--- src/rtl/peak_phase_extract_if.sv ---
// Stream bundle for peak_phase_extract: the FFT magnitude/phase sink
// stream coming in and the single-beat frequency/phase result going out.
interface peak_phase_extract_if #(
    parameter int MWIDTH = 25
);
    // Sink side: one beat per FFT bin, framed by sop/eop
    logic              sink_valid;
    logic              sink_sop;
    logic              sink_eop;
    logic [MWIDTH-1:0] sink_mag;
    logic [15:0]       sink_phase;

    // Source side: one result beat per antenna triplet, plus error pulse
    logic              source_valid;
    logic              source_sop;
    logic              source_eop;
    logic [23:0]       source_freq;
    logic [15:0]       source_phaseA;
    logic [15:0]       source_phaseB;
    logic              source_error;

    // Upstream producer / result consumer side
    modport master (
        output sink_valid, sink_sop, sink_eop, sink_mag, sink_phase,
        input  source_valid, source_sop, source_eop, source_freq,
               source_phaseA, source_phaseB, source_error
    );

    // The extractor itself
    modport slave (
        input  sink_valid, sink_sop, sink_eop, sink_mag, sink_phase,
        output source_valid, source_sop, source_eop, source_freq,
               source_phaseA, source_phaseB, source_error
    );
endinterface

--- src/rtl/peak_phase_extract.sv ---
// Peak/phase extractor at the tail of the FFT magnitude chain.
// Takes three back-to-back packets (antenna 0, 1, 2), finds the strongest
// bin of antenna 0 inside [BIN_LO, BIN_HI], grabs the phase of that bin in
// all three packets and emits one beat with the peak frequency and the two
// wrapped phase differences relative to antenna 0.
module peak_phase_extract #(
    parameter int          FFT    = 11,
    parameter int          MWIDTH = 25,
    parameter int unsigned FS_HZ  = 20000000,
    parameter int          BIN_LO = 1,
    parameter int          BIN_HI = 1023
) (
    input logic                  clk,
    input logic                  reset,
    peak_phase_extract_if.slave  bus
);

    // Frequency product is bin (FFT bits) times a 32-bit sample rate
    localparam int              PW       = FFT + 32;
    localparam logic [FFT-1:0]  LAST_BIN = '1;
    localparam logic [FFT-1:0]  LO_BIN   = FFT'(BIN_LO);
    localparam logic [FFT-1:0]  HI_BIN   = FFT'(BIN_HI);

    typedef enum logic [2:0] {
        IDLE,
        SCAN0,
        GAP1,
        SCAN1,
        GAP2,
        SCAN2,
        EMIT
    } state_t;

    state_t             state_q;
    logic [FFT-1:0]     binCnt_q;
    logic [MWIDTH-1:0]  maxMag_q;
    logic [FFT-1:0]     peakBin_q;
    logic [15:0]        ph0_q;
    logic [15:0]        ph1_q;
    logic [15:0]        ph2_q;

    logic               srcValid_q;
    logic               srcError_q;
    logic [23:0]        srcFreq_q;
    logic [15:0]        srcPhaseA_q;
    logic [15:0]        srcPhaseB_q;

    logic [FFT-1:0]     curBin;
    logic               isLast;
    logic               eopBad;
    logic               beatActive;
    logic [1:0]         beatIdx;
    logic               structErr;
    logic               beatErr;
    state_t             beatNext;

    logic [PW-1:0]      freqProd;
    logic [PW-1:0]      freqScaled;
    logic [23:0]        freqSat;
    logic [15:0]        phaseA_d;
    logic [15:0]        phaseB_d;

    // Phase difference in 17 bits, folded back into [-pi, pi) with PI = 25736
    function automatic logic [15:0] wrapDiff(input logic [15:0] a, input logic [15:0] b);
        logic signed [16:0] d;
        d = $signed({a[15], a}) - $signed({b[15], b});
        if (d >= 17'sd25736) begin
            d = d - 17'sd51472;
        end else if (d < -17'sd25736) begin
            d = d + 17'sd51472;
        end
        return d[15:0];
    endfunction

    // Classify the current beat: which antenna packet it belongs to (if any),
    // whether it breaks framing, and where the FSM goes after it. A sop always
    // restarts the bin count, so a misplaced sop is treated as bin 0 of a new
    // antenna-0 packet rather than dropped.
    always_comb begin
        curBin     = bus.sink_sop ? '0 : binCnt_q;
        isLast     = (curBin == LAST_BIN);
        eopBad     = (bus.sink_eop != isLast);
        beatActive = 1'b0;
        beatIdx    = 2'd0;
        structErr  = 1'b0;
        beatNext   = state_q;

        if (bus.sink_valid) begin
            unique case (state_q)
                IDLE, EMIT: begin
                    if (bus.sink_sop) begin
                        beatActive = 1'b1;
                        beatIdx    = 2'd0;
                    end
                end
                SCAN0: begin
                    beatActive = 1'b1;
                    beatIdx    = 2'd0;
                    structErr  = bus.sink_sop;
                end
                SCAN1, SCAN2: begin
                    beatActive = 1'b1;
                    structErr  = bus.sink_sop;
                    if (bus.sink_sop) begin
                        beatIdx = 2'd0;
                    end else begin
                        beatIdx = (state_q == SCAN1) ? 2'd1 : 2'd2;
                    end
                end
                GAP1, GAP2: begin
                    if (bus.sink_sop) begin
                        beatActive = 1'b1;
                        beatIdx    = (state_q == GAP1) ? 2'd1 : 2'd2;
                    end else begin
                        structErr  = 1'b1;
                    end
                end
                default: begin
                end
            endcase
        end

        beatErr = structErr | (beatActive & eopBad);

        if (beatActive) begin
            if (eopBad) begin
                beatNext = IDLE;
            end else if (bus.sink_eop) begin
                unique case (beatIdx)
                    2'd0:    beatNext = GAP1;
                    2'd1:    beatNext = GAP2;
                    default: beatNext = EMIT;
                endcase
            end else begin
                unique case (beatIdx)
                    2'd0:    beatNext = SCAN0;
                    2'd1:    beatNext = SCAN1;
                    default: beatNext = SCAN2;
                endcase
            end
        end
    end

    // Second pipeline stage: scale the peak bin to Hz and wrap the phase
    // differences from the values captured during the three scans.
    always_comb begin
        freqProd   = PW'(peakBin_q) * PW'(FS_HZ);
        freqScaled = freqProd >> FFT;
        freqSat    = (|freqScaled[PW-1:24]) ? 24'hFFFFFF : freqScaled[23:0];
        phaseA_d   = wrapDiff(ph1_q, ph0_q);
        phaseB_d   = wrapDiff(ph2_q, ph0_q);
    end

    // Main FSM with the scan datapath and the registered result/error outputs.
    // The bin at BIN_LO is stored unconditionally so an all-zero window still
    // reports BIN_LO; later bins replace it only on a strictly larger magnitude.
    always_ff @(posedge clk or posedge reset) begin
        if (reset) begin
            state_q     <= IDLE;
            binCnt_q    <= '0;
            maxMag_q    <= '0;
            peakBin_q   <= '0;
            ph0_q       <= '0;
            ph1_q       <= '0;
            ph2_q       <= '0;
            srcValid_q  <= 1'b0;
            srcError_q  <= 1'b0;
            srcFreq_q   <= '0;
            srcPhaseA_q <= '0;
            srcPhaseB_q <= '0;
        end else begin
            srcValid_q <= 1'b0;
            srcError_q <= beatErr;

            if (bus.sink_valid) begin
                binCnt_q <= curBin + 1'b1;
            end

            if (state_q == EMIT) begin
                srcValid_q  <= 1'b1;
                srcFreq_q   <= freqSat;
                srcPhaseA_q <= phaseA_d;
                srcPhaseB_q <= phaseB_d;
            end

            if (beatActive) begin
                unique case (beatIdx)
                    2'd0: begin
                        if (curBin == LO_BIN) begin
                            maxMag_q  <= bus.sink_mag;
                            peakBin_q <= curBin;
                            ph0_q     <= bus.sink_phase;
                        end else if ((curBin > LO_BIN) && (curBin <= HI_BIN) &&
                                     (bus.sink_mag > maxMag_q)) begin
                            maxMag_q  <= bus.sink_mag;
                            peakBin_q <= curBin;
                            ph0_q     <= bus.sink_phase;
                        end
                    end
                    2'd1: begin
                        if (curBin == peakBin_q) begin
                            ph1_q <= bus.sink_phase;
                        end
                    end
                    default: begin
                        if (curBin == peakBin_q) begin
                            ph2_q <= bus.sink_phase;
                        end
                    end
                endcase
            end

            if (beatActive) begin
                state_q <= beatNext;
            end else if (beatErr) begin
                state_q <= IDLE;
            end else if (state_q == EMIT) begin
                state_q <= IDLE;
            end
        end
    end

    assign bus.source_valid  = srcValid_q;
    assign bus.source_sop    = srcValid_q;
    assign bus.source_eop    = srcValid_q;
    assign bus.source_freq   = srcFreq_q;
    assign bus.source_phaseA = srcPhaseA_q;
    assign bus.source_phaseB = srcPhaseB_q;
    assign bus.source_error  = srcError_q;

endmodule

--- src/flat_wrapper.sv ---
// flat-port wrapper written by rule: the top's interface ports become plain ports
module peak_phase_extract_flat 
#(
    parameter int          FFT    = 11,
    parameter int          MWIDTH = 25,
    parameter int unsigned FS_HZ  = 20000000,
    parameter int          BIN_LO = 1,
    parameter int          BIN_HI = 1023
)
  (clk, reset, bus_sink_valid, bus_sink_sop, bus_sink_eop, bus_sink_mag, bus_sink_phase, bus_source_valid, bus_source_sop, bus_source_eop, bus_source_freq, bus_source_phaseA, bus_source_phaseB, bus_source_error);
  peak_phase_extract_if #(.MWIDTH(MWIDTH)) bus_i ();
  input logic clk;
  input logic reset;
  input wire logic [$bits(bus_i.sink_valid)-1:0] bus_sink_valid;
  input wire logic [$bits(bus_i.sink_sop)-1:0] bus_sink_sop;
  input wire logic [$bits(bus_i.sink_eop)-1:0] bus_sink_eop;
  input wire logic [$bits(bus_i.sink_mag)-1:0] bus_sink_mag;
  input wire logic [$bits(bus_i.sink_phase)-1:0] bus_sink_phase;
  output wire logic [$bits(bus_i.source_valid)-1:0] bus_source_valid;
  output wire logic [$bits(bus_i.source_sop)-1:0] bus_source_sop;
  output wire logic [$bits(bus_i.source_eop)-1:0] bus_source_eop;
  output wire logic [$bits(bus_i.source_freq)-1:0] bus_source_freq;
  output wire logic [$bits(bus_i.source_phaseA)-1:0] bus_source_phaseA;
  output wire logic [$bits(bus_i.source_phaseB)-1:0] bus_source_phaseB;
  output wire logic [$bits(bus_i.source_error)-1:0] bus_source_error;
  assign bus_i.sink_valid = bus_sink_valid;
  assign bus_i.sink_sop = bus_sink_sop;
  assign bus_i.sink_eop = bus_sink_eop;
  assign bus_i.sink_mag = bus_sink_mag;
  assign bus_i.sink_phase = bus_sink_phase;
  assign bus_source_valid = bus_i.source_valid;
  assign bus_source_sop = bus_i.source_sop;
  assign bus_source_eop = bus_i.source_eop;
  assign bus_source_freq = bus_i.source_freq;
  assign bus_source_phaseA = bus_i.source_phaseA;
  assign bus_source_phaseB = bus_i.source_phaseB;
  assign bus_source_error = bus_i.source_error;
  peak_phase_extract #(.FFT(FFT), .MWIDTH(MWIDTH), .FS_HZ(FS_HZ), .BIN_LO(BIN_LO), .BIN_HI(BIN_HI)) u_core (.clk(clk), .reset(reset), .bus(bus_i));
endmodule
--- config.mk ---
export PLATFORM = sky130hd
export DESIGN_NAME = peak_phase_extract_flat
export DESIGN_NICKNAME = d
export VERILOG_FILES = /design/src/rtl/peak_phase_extract_if.sv /design/src/rtl/peak_phase_extract.sv /design/src/flat_wrapper.sv
export SDC_FILE = /design/constraint.sdc
export NUM_CORES = 1
export LEC_CHECK = 0
export CAP_MARGIN = 20
export CORE_ASPECT_RATIO = 0.75
export CORE_MARGIN = 2
export CORE_UTILIZATION = 57
export DETAILED_ROUTE_END_ITERATION = 12
export PLACE_DENSITY_LB_ADDON = 0.25
export SLEW_MARGIN = 10
export SYNTH_ARGS = -nofsm -noshare
export SYNTH_HDL_FRONTEND = slang
export SYNTH_SLANG_ARGS = --single-unit
--- constraint.sdc ---
create_clock -name clk -period 7.1 [get_ports clk]
set_clock_uncertainty 0.2 [all_clocks]
set_input_delay 1.42 -clock clk [delete_from_list [all_inputs] [get_ports clk]]
set_output_delay 1.42 -clock clk [all_outputs]
set_load 0.05 [all_outputs]
==> results.yml <==
outcome:
  status: "finished clean"
logic_synthesis:
  ys_seq_area_share_pct: 29.28
  syn_nets: 1685
  synth_top_flop_cell: "dfrtp_1"
  synthArstFlopShare_pct: 100.0
  synth.cell_area_um2: 13330
  synth-seq-cells: 156
  ys_warn_count: 0
  postSynthCellCount: 1439
  syn_avg_cell_area_um2: 9.264
  yosysUniqueCellTypes: 89
  synth-edff-count: 0
worst_setup_path:
  cp.required_ps: 7270
  crit_start: "u_core.peakBin_q[9]"
  arrival_ps: 6210
  rr_startpoint: "u_core.peakBin_q[9]"
  critPathCapture: "u_core.bus.source_freq[23]"
  crit-reg2reg-capture: "u_core.bus.source_freq[23]"
  rr_worst_depth: 20
  critPathLaunchType: "flop"
  critPathCaptureType: "flop"
  path_max_fanout: 12
  r2r_slack_ps: 1060
  worstSetupPathType: "reg2reg"
drt:
  via_per_inst: 6.018
  routedWlPerCell_um: 17.86
  drc: 0
  via_count: 10980
  firstDrtPassIters: 7
  wl_mm: 32.60
  drtIter0Drc: 1006
  ant_nets: 0
sta:
  tightest_slew_ps: 978.4
  final-setup-viol-count: 0
  slew-limit-headroom_pct: 34.31
  fmax_mhz: 165.5
  hold_viol_final: 0
  final.min_clock_period_ps: 6041
  slew_viol_final: 0
  setup-tns-final_ps: 0
  grt_setup_unrepaired: "false"
  timing.final.crit_share_pct: 85.08
grt:
  grt_pass1_wl_mm: 53.81
  grt_pass1_vias: 10230
  grt_max_degree: 97
  grt_usage_pct: 27.16
  antenna_found_initial: 0
  overflow: 0
floorplanning:
  die_h_um: 136.4
  die_w_um: 180.6
  start_util_pct: 57.96
  io-pin-count: 106
  rows: 48
  die_area_um2: 24640
  core_area_um2: 23000
placed_design:
  post-dp-hpwl_mm: 24.78
  gp_congestion: 0.9307
  dp_cells: 1793
  port_buffers: 105
cts:
  htree_levels: 4
  post-cts-setup-buffer-count: 0
  cts_buffer_depth: 2
  ctsHoldBuffers: 0
  clkLatencyLatePin_ps: 450
  cts-root-buf: "clkbuf_16"
  cts.repair.resized: 0
  tritoncts: "built"
  clkTransAtPathRegs_ps: 70
  cts-buffers-inserted: 17
  cts_sinks: 156
worst_hold_path:
  hp-class: "reg2reg"
finish:
  drive_gt1_share_pct: 9.574
  layout.cells.non_filler: 1825
  final_common_cell: "ha_1"
  areaGrowthSynthToFinish_pct: 13.96
  n_antenna_cell: 0
  final_nets: 1758
  final_cell_mix: "163 x ha_1, 156 x dfrtp_1, 154 x inv_1"
pwr:
  p_leak_nw: 7.340
  irDropWorstVdd_v: 0.0001917
  power_density_nw_per_um2: 439.5
flow_run:
  drv_cap: 0
==> cell families (layout without fill, tap and decap cells) <==
kind of cell,count (synthesis),after routing,share of synthesized area (%)
buffers and inverters,219,305,6.335
XOR/XNOR,54,54,3.745
AO/OA/AOI/OAI,377,377,19.69
AND/OR/NAND/NOR,351,351,13.22
adder cells (fa/ha/maj),200,200,20.85
flip-flops,156,156,29.28
multiplexers,82,82,6.870
==> through the flow <==
| stage | setup WS, ps | instance area [µm²] | utilization (%) | hold WS, ps | total power [W] |
|---|---|---|---|---|---|
| finish | 1059 | 15190 | 66.05 | 281.8 | 0.006677 |
| global route | 715.3 | 15190 | 66.05 | 309.1 | 0.007271 |
| CTS | 1094 | 15190 | 66.05 | 285.8 | 0.006623 |
| detailed placement | 1151 | 14610 | 63.51 | 269.8 | 0.005624 |
| global placement | 1305 | 14610 | 63.51 | 262.8 | 0.005534 |
| floorplan | 1273 | 13330 | - | 280.7 | 0.004571 |
==> state kept, by name, summed over array words and instances (netlist names), 16 cells and up <==
signal	count
u_core.bus.source_freq	24
u_core.bus.source_phaseA	16
u_core.bus.source_phaseB	16
u_core.maxMag_q	25
u_core.ph0_q	16
u_core.ph1_q	16
u_core.ph2_q	16
==> worst min-delay path by stage <==
stage	from	endpoint	cells after the start
3_5_place_dp	u_core.bus.source_phaseB[1]	u_core.bus.source_phaseB[1]	2
6_report	u_core.bus.source_phaseB[1]	u_core.bus.source_phaseB[1]	2
5_1_grt	u_core.bus.source_phaseA[14]	u_core.bus.source_phaseA[14]	2
2_1_floorplan	u_core.ph0_q[4]	u_core.ph0_q[4]	1
3_3_place_gp	u_core.bus.source_phaseB[3]	u_core.bus.source_phaseB[3]	2
4_1_cts	u_core.bus.source_phaseB[1]	u_core.bus.source_phaseB[1]	2
==> metal layers <==
| metal | global-route usage, % | vias up | wire [µm] |
|---|---|---|---|
| li1 | - | 5327 | - |
| met1 | 41.75 | 5212 | 16360 |
| met2 | 38.21 | 409 | 13250 |
| met3 | 5.947 | 35 | 2484 |
| met4 | 7.303 | 0 | 510 |
| met5 | 0 | - | 0 |
==> critical path, cell delays in order, from the launching register on <==
cell	delay (ps)
dfrtp_1	670
inv_1	110
ha_1	350
inv_1	70
fa_1	490
fa_1	510
inv_1	50
fa_1	530
inv_1	40
ha_1	290
ha_1	380
nand4_1	180
a211oi_1	300
nor2_1	110
a21oi_1	300
nand4_1	160
and3_1	190
o41ai_1	520
a31oi_1	170
xor2_1	160
a31oi_1	160
==> final cells by class <==
type / count / area, µm²
multi-input combinational: 1064 / 8601
fill: 1935 / 7810
sequential: 156 / 3904
timing repair buffer: 116 / 1134
inverter: 157 / 594.3
clock buffer: 17 / 425.4
tap: 300 / 375.4
clock inverter: 15 / 158.9
==> cells in the mapped netlist (12+ instances only) <==
cell type,instances,share of area (%)
a211oi_1,27,1.5
a21o_1,24,1.4
a21oi_1,82,3.1
a31oi_1,37,1.7
and3_1,12,0.56
clkbuf_1,48,1.4
dfrtp_1,156,29
fa_1,37,5.6
ha_1,163,15
inv_1,155,4.4
mux2_2,76,6.4
nand2_1,77,2.2
nand2b_1,23,1.1
nand3_1,26,0.98
nand4_1,15,0.70
nor2_1,94,2.6
nor2b_1,16,0.75
nor3_1,24,0.90
o211ai_1,15,0.84
o21a_1,20,1.1
o21ai_0,54,2.0
or3_1,15,0.70
xnor2_1,26,1.7
xor2_1,26,1.7
==> power breakdown <==
part | switching [W] | internal, W | total (W)
clock | 0.000442 | 0.000495 | 0.000937
combinational | 0.00275 | 0.00172 | 0.00447
sequential | 0.000188 | 0.00108 | 0.00127
Note: power is estimated with default switching activity, not from simulation.
==> variant 1 (same flow settings) <==
`FFT` is set to 11 in 2 places; all go to 12.
--- a/src/rtl/peak_phase_extract.sv
+++ b/src/rtl/peak_phase_extract.sv
@@ -4,7 +4,7 @@
 // all three packets and emits one beat with the peak frequency and the two
 // wrapped phase differences relative to antenna 0.
 module peak_phase_extract #(
-    parameter int          FFT    = 11,
+    parameter int          FFT    = 12,
     parameter int          MWIDTH = 25,
     parameter int unsigned FS_HZ  = 20000000,
     parameter int          BIN_LO = 1,
--- a/src/flat_wrapper.sv
+++ b/src/flat_wrapper.sv
@@ -1,7 +1,7 @@
 // flat-port wrapper written by rule: the top's interface ports become plain ports
 module peak_phase_extract_flat 
 #(
-    parameter int          FFT    = 11,
+    parameter int          FFT    = 12,
     parameter int          MWIDTH = 25,
     parameter int unsigned FS_HZ  = 20000000,
     parameter int          BIN_LO = 1,
Behaviour: same outputs for any inputs over 10 cycles, from zero or initial values and one cycle with reset high; that may be too few to reach the edited logic, so the function may still have changed.
==> variant 1 against the unedited design <==
  * Sequential cell count rose by 2
  * Power fell by 16%
  * Routed wire length is 6.5% lower
  * Non-clock buffer count up 1
  * Critical path depth grew 2
  * Design area down 1.6%
  * Worst setup slack better by 23 ps
  * Worst hold slack got worse by 1.5 ps
  * Utilization shrank 0.40 points
  * Synthesized area decreased by 1.7%
  * Sequential power down 3%
  * Global-route usage shrank 1.1 points
  * Critical path type unchanged
==> variant 1: results (changes against the unedited design) <==
initial antenna violation count: 2 (was 0)
Vias/cell: 5.82 (was 6.02)
Peak VDD IR: 0.240 mV (was 0.192 mV)
global-route usage over all layers: 0.261 (was 0.272)
share of layout cells above drive strength 1: 0.0905 (was 0.0957)
wire per inst: 16.9 um (was 17.9 um)
worst r2r dst: u_core.bus.source_freq[21] (was u_core.bus.source_freq[23])
Commonest cells post-synth: inv_1, ha_1, dfrtp_1, nor2_1, nand2_1 (was ha_1, dfrtp_1, inv_1, nor2_1, a21oi_1)
reg2reg start: u_core.peakBin_q[10] (was u_core.peakBin_q[9])
slowest stage delay, CP: 630 ps (was 670 ps)
CP arrival: 6090 ps (was 6210 ps)
largest net degree at the start of global routing: 106 (was 97)
status: complete, no violations (unchanged)
dpl hpwl: 23600 um (was 24800 um)
DR pass1 iterations: 5 (was 7)
GP Congestion: 0.980 (was 0.931)
Layout Nets: 1745 (was 1758)
leakage power: 7.39 nW (was 7.34 nW)
Clock Latency Late Sink: 430 ps (was 450 ps)
Worst R2R Setup Slack: 1080 ps (was 1060 ps)
Rel. slew slack: 0.361 (was 0.343)
CP startpoint: u_core.peakBin_q[10] (was u_core.peakBin_q[9])
First DRT Iteration DRCs: 664 (was 1006)
sequential fraction of the synthesis area: 0.302 (was 0.293)
fillers: 1905 (was 1935)
[variant 1: changes by cell type after synthesis, moves of 7 or more]
cell	unedited run	this run
xnor2_1	26	50
nand2_1	77	85
o211ai_1	15	7
a21oi_1	82	66
or3_1	15	5
clkbuf_1	48	38
or4_1	8	1
a22oi_1	2	10
fa_1	37	44
a211oi_1	27	9
nand2b_1	23	15
inv_1	155	186
mux2_2	76	69
[variant 1: cell type report]
cell class,instances,share of cell area
flip-flops and latches,158,0.265
inverters,187,0.0473
well taps,300,0.0251
multi-input cells,1008,0.551
clock buffers,20,0.0292
clock inverters,12,0.00594
repair buffers,117,0.0764
[variant 1: power by group through the flow]
stage / registers [W] / clock network [W] / logic (W)
finish: 0.00123 / 0.000845 / 0.00355
global placement: 0.00124 / 0 / 0.00338
detailed placement: 0.00125 / 0 / 0.00346
CTS: 0.00123 / 0.000864 / 0.00348
floorplan: 0.00126 / 0 / 0.00267
global route: 0.00126 / 0.000901 / 0.00394
[variant 1: metal layers]
layer	routed length (um)	GRT usage	up-vias
met5	12	0	-
met2	12500	0.367	351
li1	-	-	5080
met3	2210	0.0527	35
met1	15500	0.411	5025
met4	347	0.0524	2
[variant 1: worst reg2reg max path, cell delays in order, from the launching register on]
cell      delay (ps)
dfrtp_1          630
inv_1            130
ha_1             350
inv_1             70
fa_1             470
fa_1             520
inv_1             60
fa_1             530
inv_1             50
fa_1             470
ha_1             360
a21o_1           180
a21o_1           160
a21oi_1          170
o21ai_0          140
nor2_1           180
o21a_1           200
o21a_1           170
o21bai_1          70
a21oi_1          170
xor2_1           180
buf_4            290
a31oi_1          130
[variant 1: worst min path at each step]
stage / from / end / cells after the start
3_5_place_dp: u_core.bus.source_phaseB[5] / u_core.bus.source_phaseB[5] / 2
6_report: u_core.bus.source_phaseB[3] / u_core.bus.source_phaseB[3] / 2
5_1_grt: u_core.bus.source_phaseA[1] / u_core.bus.source_phaseA[1] / 2
3_3_place_gp: u_core.bus.source_phaseA[7] / u_core.bus.source_phaseA[7] / 2
2_1_floorplan: u_core.maxMag_q[0] / u_core.maxMag_q[0] / 2
4_1_cts: u_core.bus.source_phaseB[5] / u_core.bus.source_phaseB[5] / 2
[variant 1: per-stage QoR]
step	power (W)	setup WS, ps	cell area, um^2	hold WS, ps	cells
2_1_floorplan	0.00392	1220	13100	254	1403
3_3_place_gp	0.00461	1250	14400	263	1769
3_5_place_dp	0.00470	1130	14400	269	1770
4_1_cts	0.00558	1100	14900	284	1802
5_1_grt	0.00610	656	14900	299	1802
6_report	0.00562	1080	14900	280	1802
[variant 1: cell families after synthesis]
logic type	after synthesis	share of synthesized area
compound gates	333	0.170
simple gates	314	0.117
buf+inv	237	0.0708
fa+ha+maj	210	0.226
flops	158	0.302
xor+xnor	81	0.0541
mux	70	0.0601
==> variant 2 (config.mk and constraints unchanged) <==
Without the edit above. Make the reset (`reset`) synchronous in one clocked block.
--- a/src/rtl/peak_phase_extract.sv
+++ b/src/rtl/peak_phase_extract.sv
@@ -154,7 +154,7 @@
     // Main FSM with the scan datapath and the registered result/error outputs.
     // The bin at BIN_LO is stored unconditionally so an all-zero window still
     // reports BIN_LO; later bins replace it only on a strictly larger magnitude.
-    always_ff @(posedge clk or posedge reset) begin
+    always_ff @(posedge clk) begin
         if (reset) begin
             state_q     <= IDLE;
             binCnt_q    <= '0;
Check against the original RTL: differs if reset is asserted again (counterexample within 4 cycles, from zero or initial values and one cycle with reset high); with reset held inactive, the same outputs for 10 cycles.
==> variant 2 against the unedited design <==
  * Global-route usage rose by 1.9 points
  * Cell count rose by 8.1%
  * Worst setup slack got worse by 3.2 ps
  * Sequential cell count did not move
  * Design area fell by 1.5%
  * Synthesized area fell by 1.0%
  * Routed wire length rose by 8.5%
  * Critical path depth rose by 1
  * Via count rose by 11%
  * Critical path type unchanged
  * Critical endpoint is now u_core.bus.source_freq[1]
  * Highest routed layer unchanged
Power is not compared: it rests on default switching activity, and its combinational part moved more than twofold at a synthesized area within 25%.
==> variant 2: results (changes against the unedited design) <==
Vias/cell: 6.17 (was 6.02)
Post-DP Area: 14400 um^2 (was 14600 um^2)
WL met1: 17600 um (was 16400 um)
dpl hpwl: 26300 um (was 24800 um)
status: complete, no violations (unchanged)
sequential fraction of the synthesis area: 0.237 (was 0.293)
WL met3: 3030 um (was 2480 um)
highest metal used: met4 (unchanged)
fillers: 1990 (was 1935)
share of layout cells above drive strength 1: 0.0544 (was 0.0957)
Num CTS Buffers: 17 (unchanged)
Peak VDD IR: 0.165 mV
final core occ: 0.654 (was 0.660)
syn_nets: 1856 (was 1685)
PwrDens: 170 nW/um^2
slowest stage delay, CP: 610 ps (was 670 ps)
Commonest cells post-synth: ha_1, dfxtp_1, nor2_1, inv_1, a21oi_1 (was ha_1, dfrtp_1, inv_1, nor2_1, a21oi_1)
diode count: 0 (unchanged)
Rel. slew slack: 0.278 (was 0.343)
cells resized by post-CTS repair: 0 (unchanged)
vias in the first global route: 11.1k (was 10.2k)
GR Layer Usage met1: 0.436 (was 0.418)
maximum fanout along the worst path: 23 (was 12)
Root Buffer: clkbuf_16 (unchanged)
largest net degree at the start of global routing: 107 (was 97)
Worst path slowest cell: a2111oi_0 (was dfrtp_1)
CTS max path bufs: 2 (unchanged)
YS warnings: 0 (unchanged)
Synth area leaders: dfxtp_1, ha_1, fa_1, nor2_1, inv_1 (was dfrtp_1, ha_1, mux2_2, fa_1, inv_1)
DR pass1 iterations: 6 (was 7)
number of flip-flops in the largest register: 25 (unchanged)
GP Congestion: 0.941 (was 0.931)
routed wl met2: 14200 um (was 13200 um)
First DRT Iteration DRCs: 1192 (was 1006)
met3 Usage GRT: 0.0669 (was 0.0595)
global-route usage over all layers: 0.290 (was 0.272)
power share of the sequential group: 0.351
Async SR Flop Fraction: 0 (was 1.00)
GRT met2 Usage: 0.418 (was 0.382)
synth unique cells: 99 (was 89)
wire per inst: 17.9 um (about the same)
first-pass GRT wire length: 57700 um (was 53800 um)
-- variant 2: cell types whose count changed after synthesis, sizes merged, moves of 20 or more --
cell / unedited run / this run
o21ai: 58 / 104
a211oi: 28 / 48
nand3: 26 / 75
a21oi: 84 / 111
mux2: 76 / 0
mux2i: 6 / 38
nor2: 94 / 157
dfrtp: 156 / 0
dfxtp: 0 / 156
-- variant 2: cells by family (layout without fill, tap and decap cells) --
| group | count (synthesis) | in the layout | share of synthesized area |
|---|---|---|---|
| XOR/XNOR | 50 | 50 | 0.0343 |
| buffers and inverters | 244 | 306 | 0.0722 |
| multiplexers | 38 | 38 | 0.0288 |
| AO/OA/AOI/OAI | 484 | 484 | 0.256 |
| adder cells (fa/ha/maj) | 201 | 201 | 0.211 |
| flip-flops | 156 | 156 | 0.237 |
| AND/OR/NAND/NOR | 437 | 437 | 0.161 |
-- variant 2: area by class of cell --
type                    instances  share of cell area
clock inverters                13              0.0104
clock buffers                  19              0.0289
repair buffers                117              0.0766
well taps                     300              0.0251
flip-flops and latches        156               0.209
inverters                     157              0.0394
multi-input cells            1210               0.611
-- variant 2: final timing paths --
check,startpoint,to,slack [ps],cells past startpoint
setup reg to reg,u_core.peakBin_q[9],u_core.bus.source_freq[1],1060,21
setup / recovery,u_core.peakBin_q[9],u_core.bus.source_freq[1],1060,21
hold reg to reg,u_core.bus.source_phaseA[14],u_core.bus.source_phaseA[14],260,2
hold / removal,u_core.bus.source_phaseA[14],u_core.bus.source_phaseA[14],260,2
-- variant 2: per-stage QoR --
stage / cells / hold slack, ps / setup WS (ps)
final: 1972 / 256 / 1060
after global routing: 1972 / 274 / 519
after floorplan: 1610 / 248 / 1720
after CTS: 1971 / 254 / 1080
after detailed placement: 1939 / 245 / 1100
after global placement: 1939 / 242 / 1180
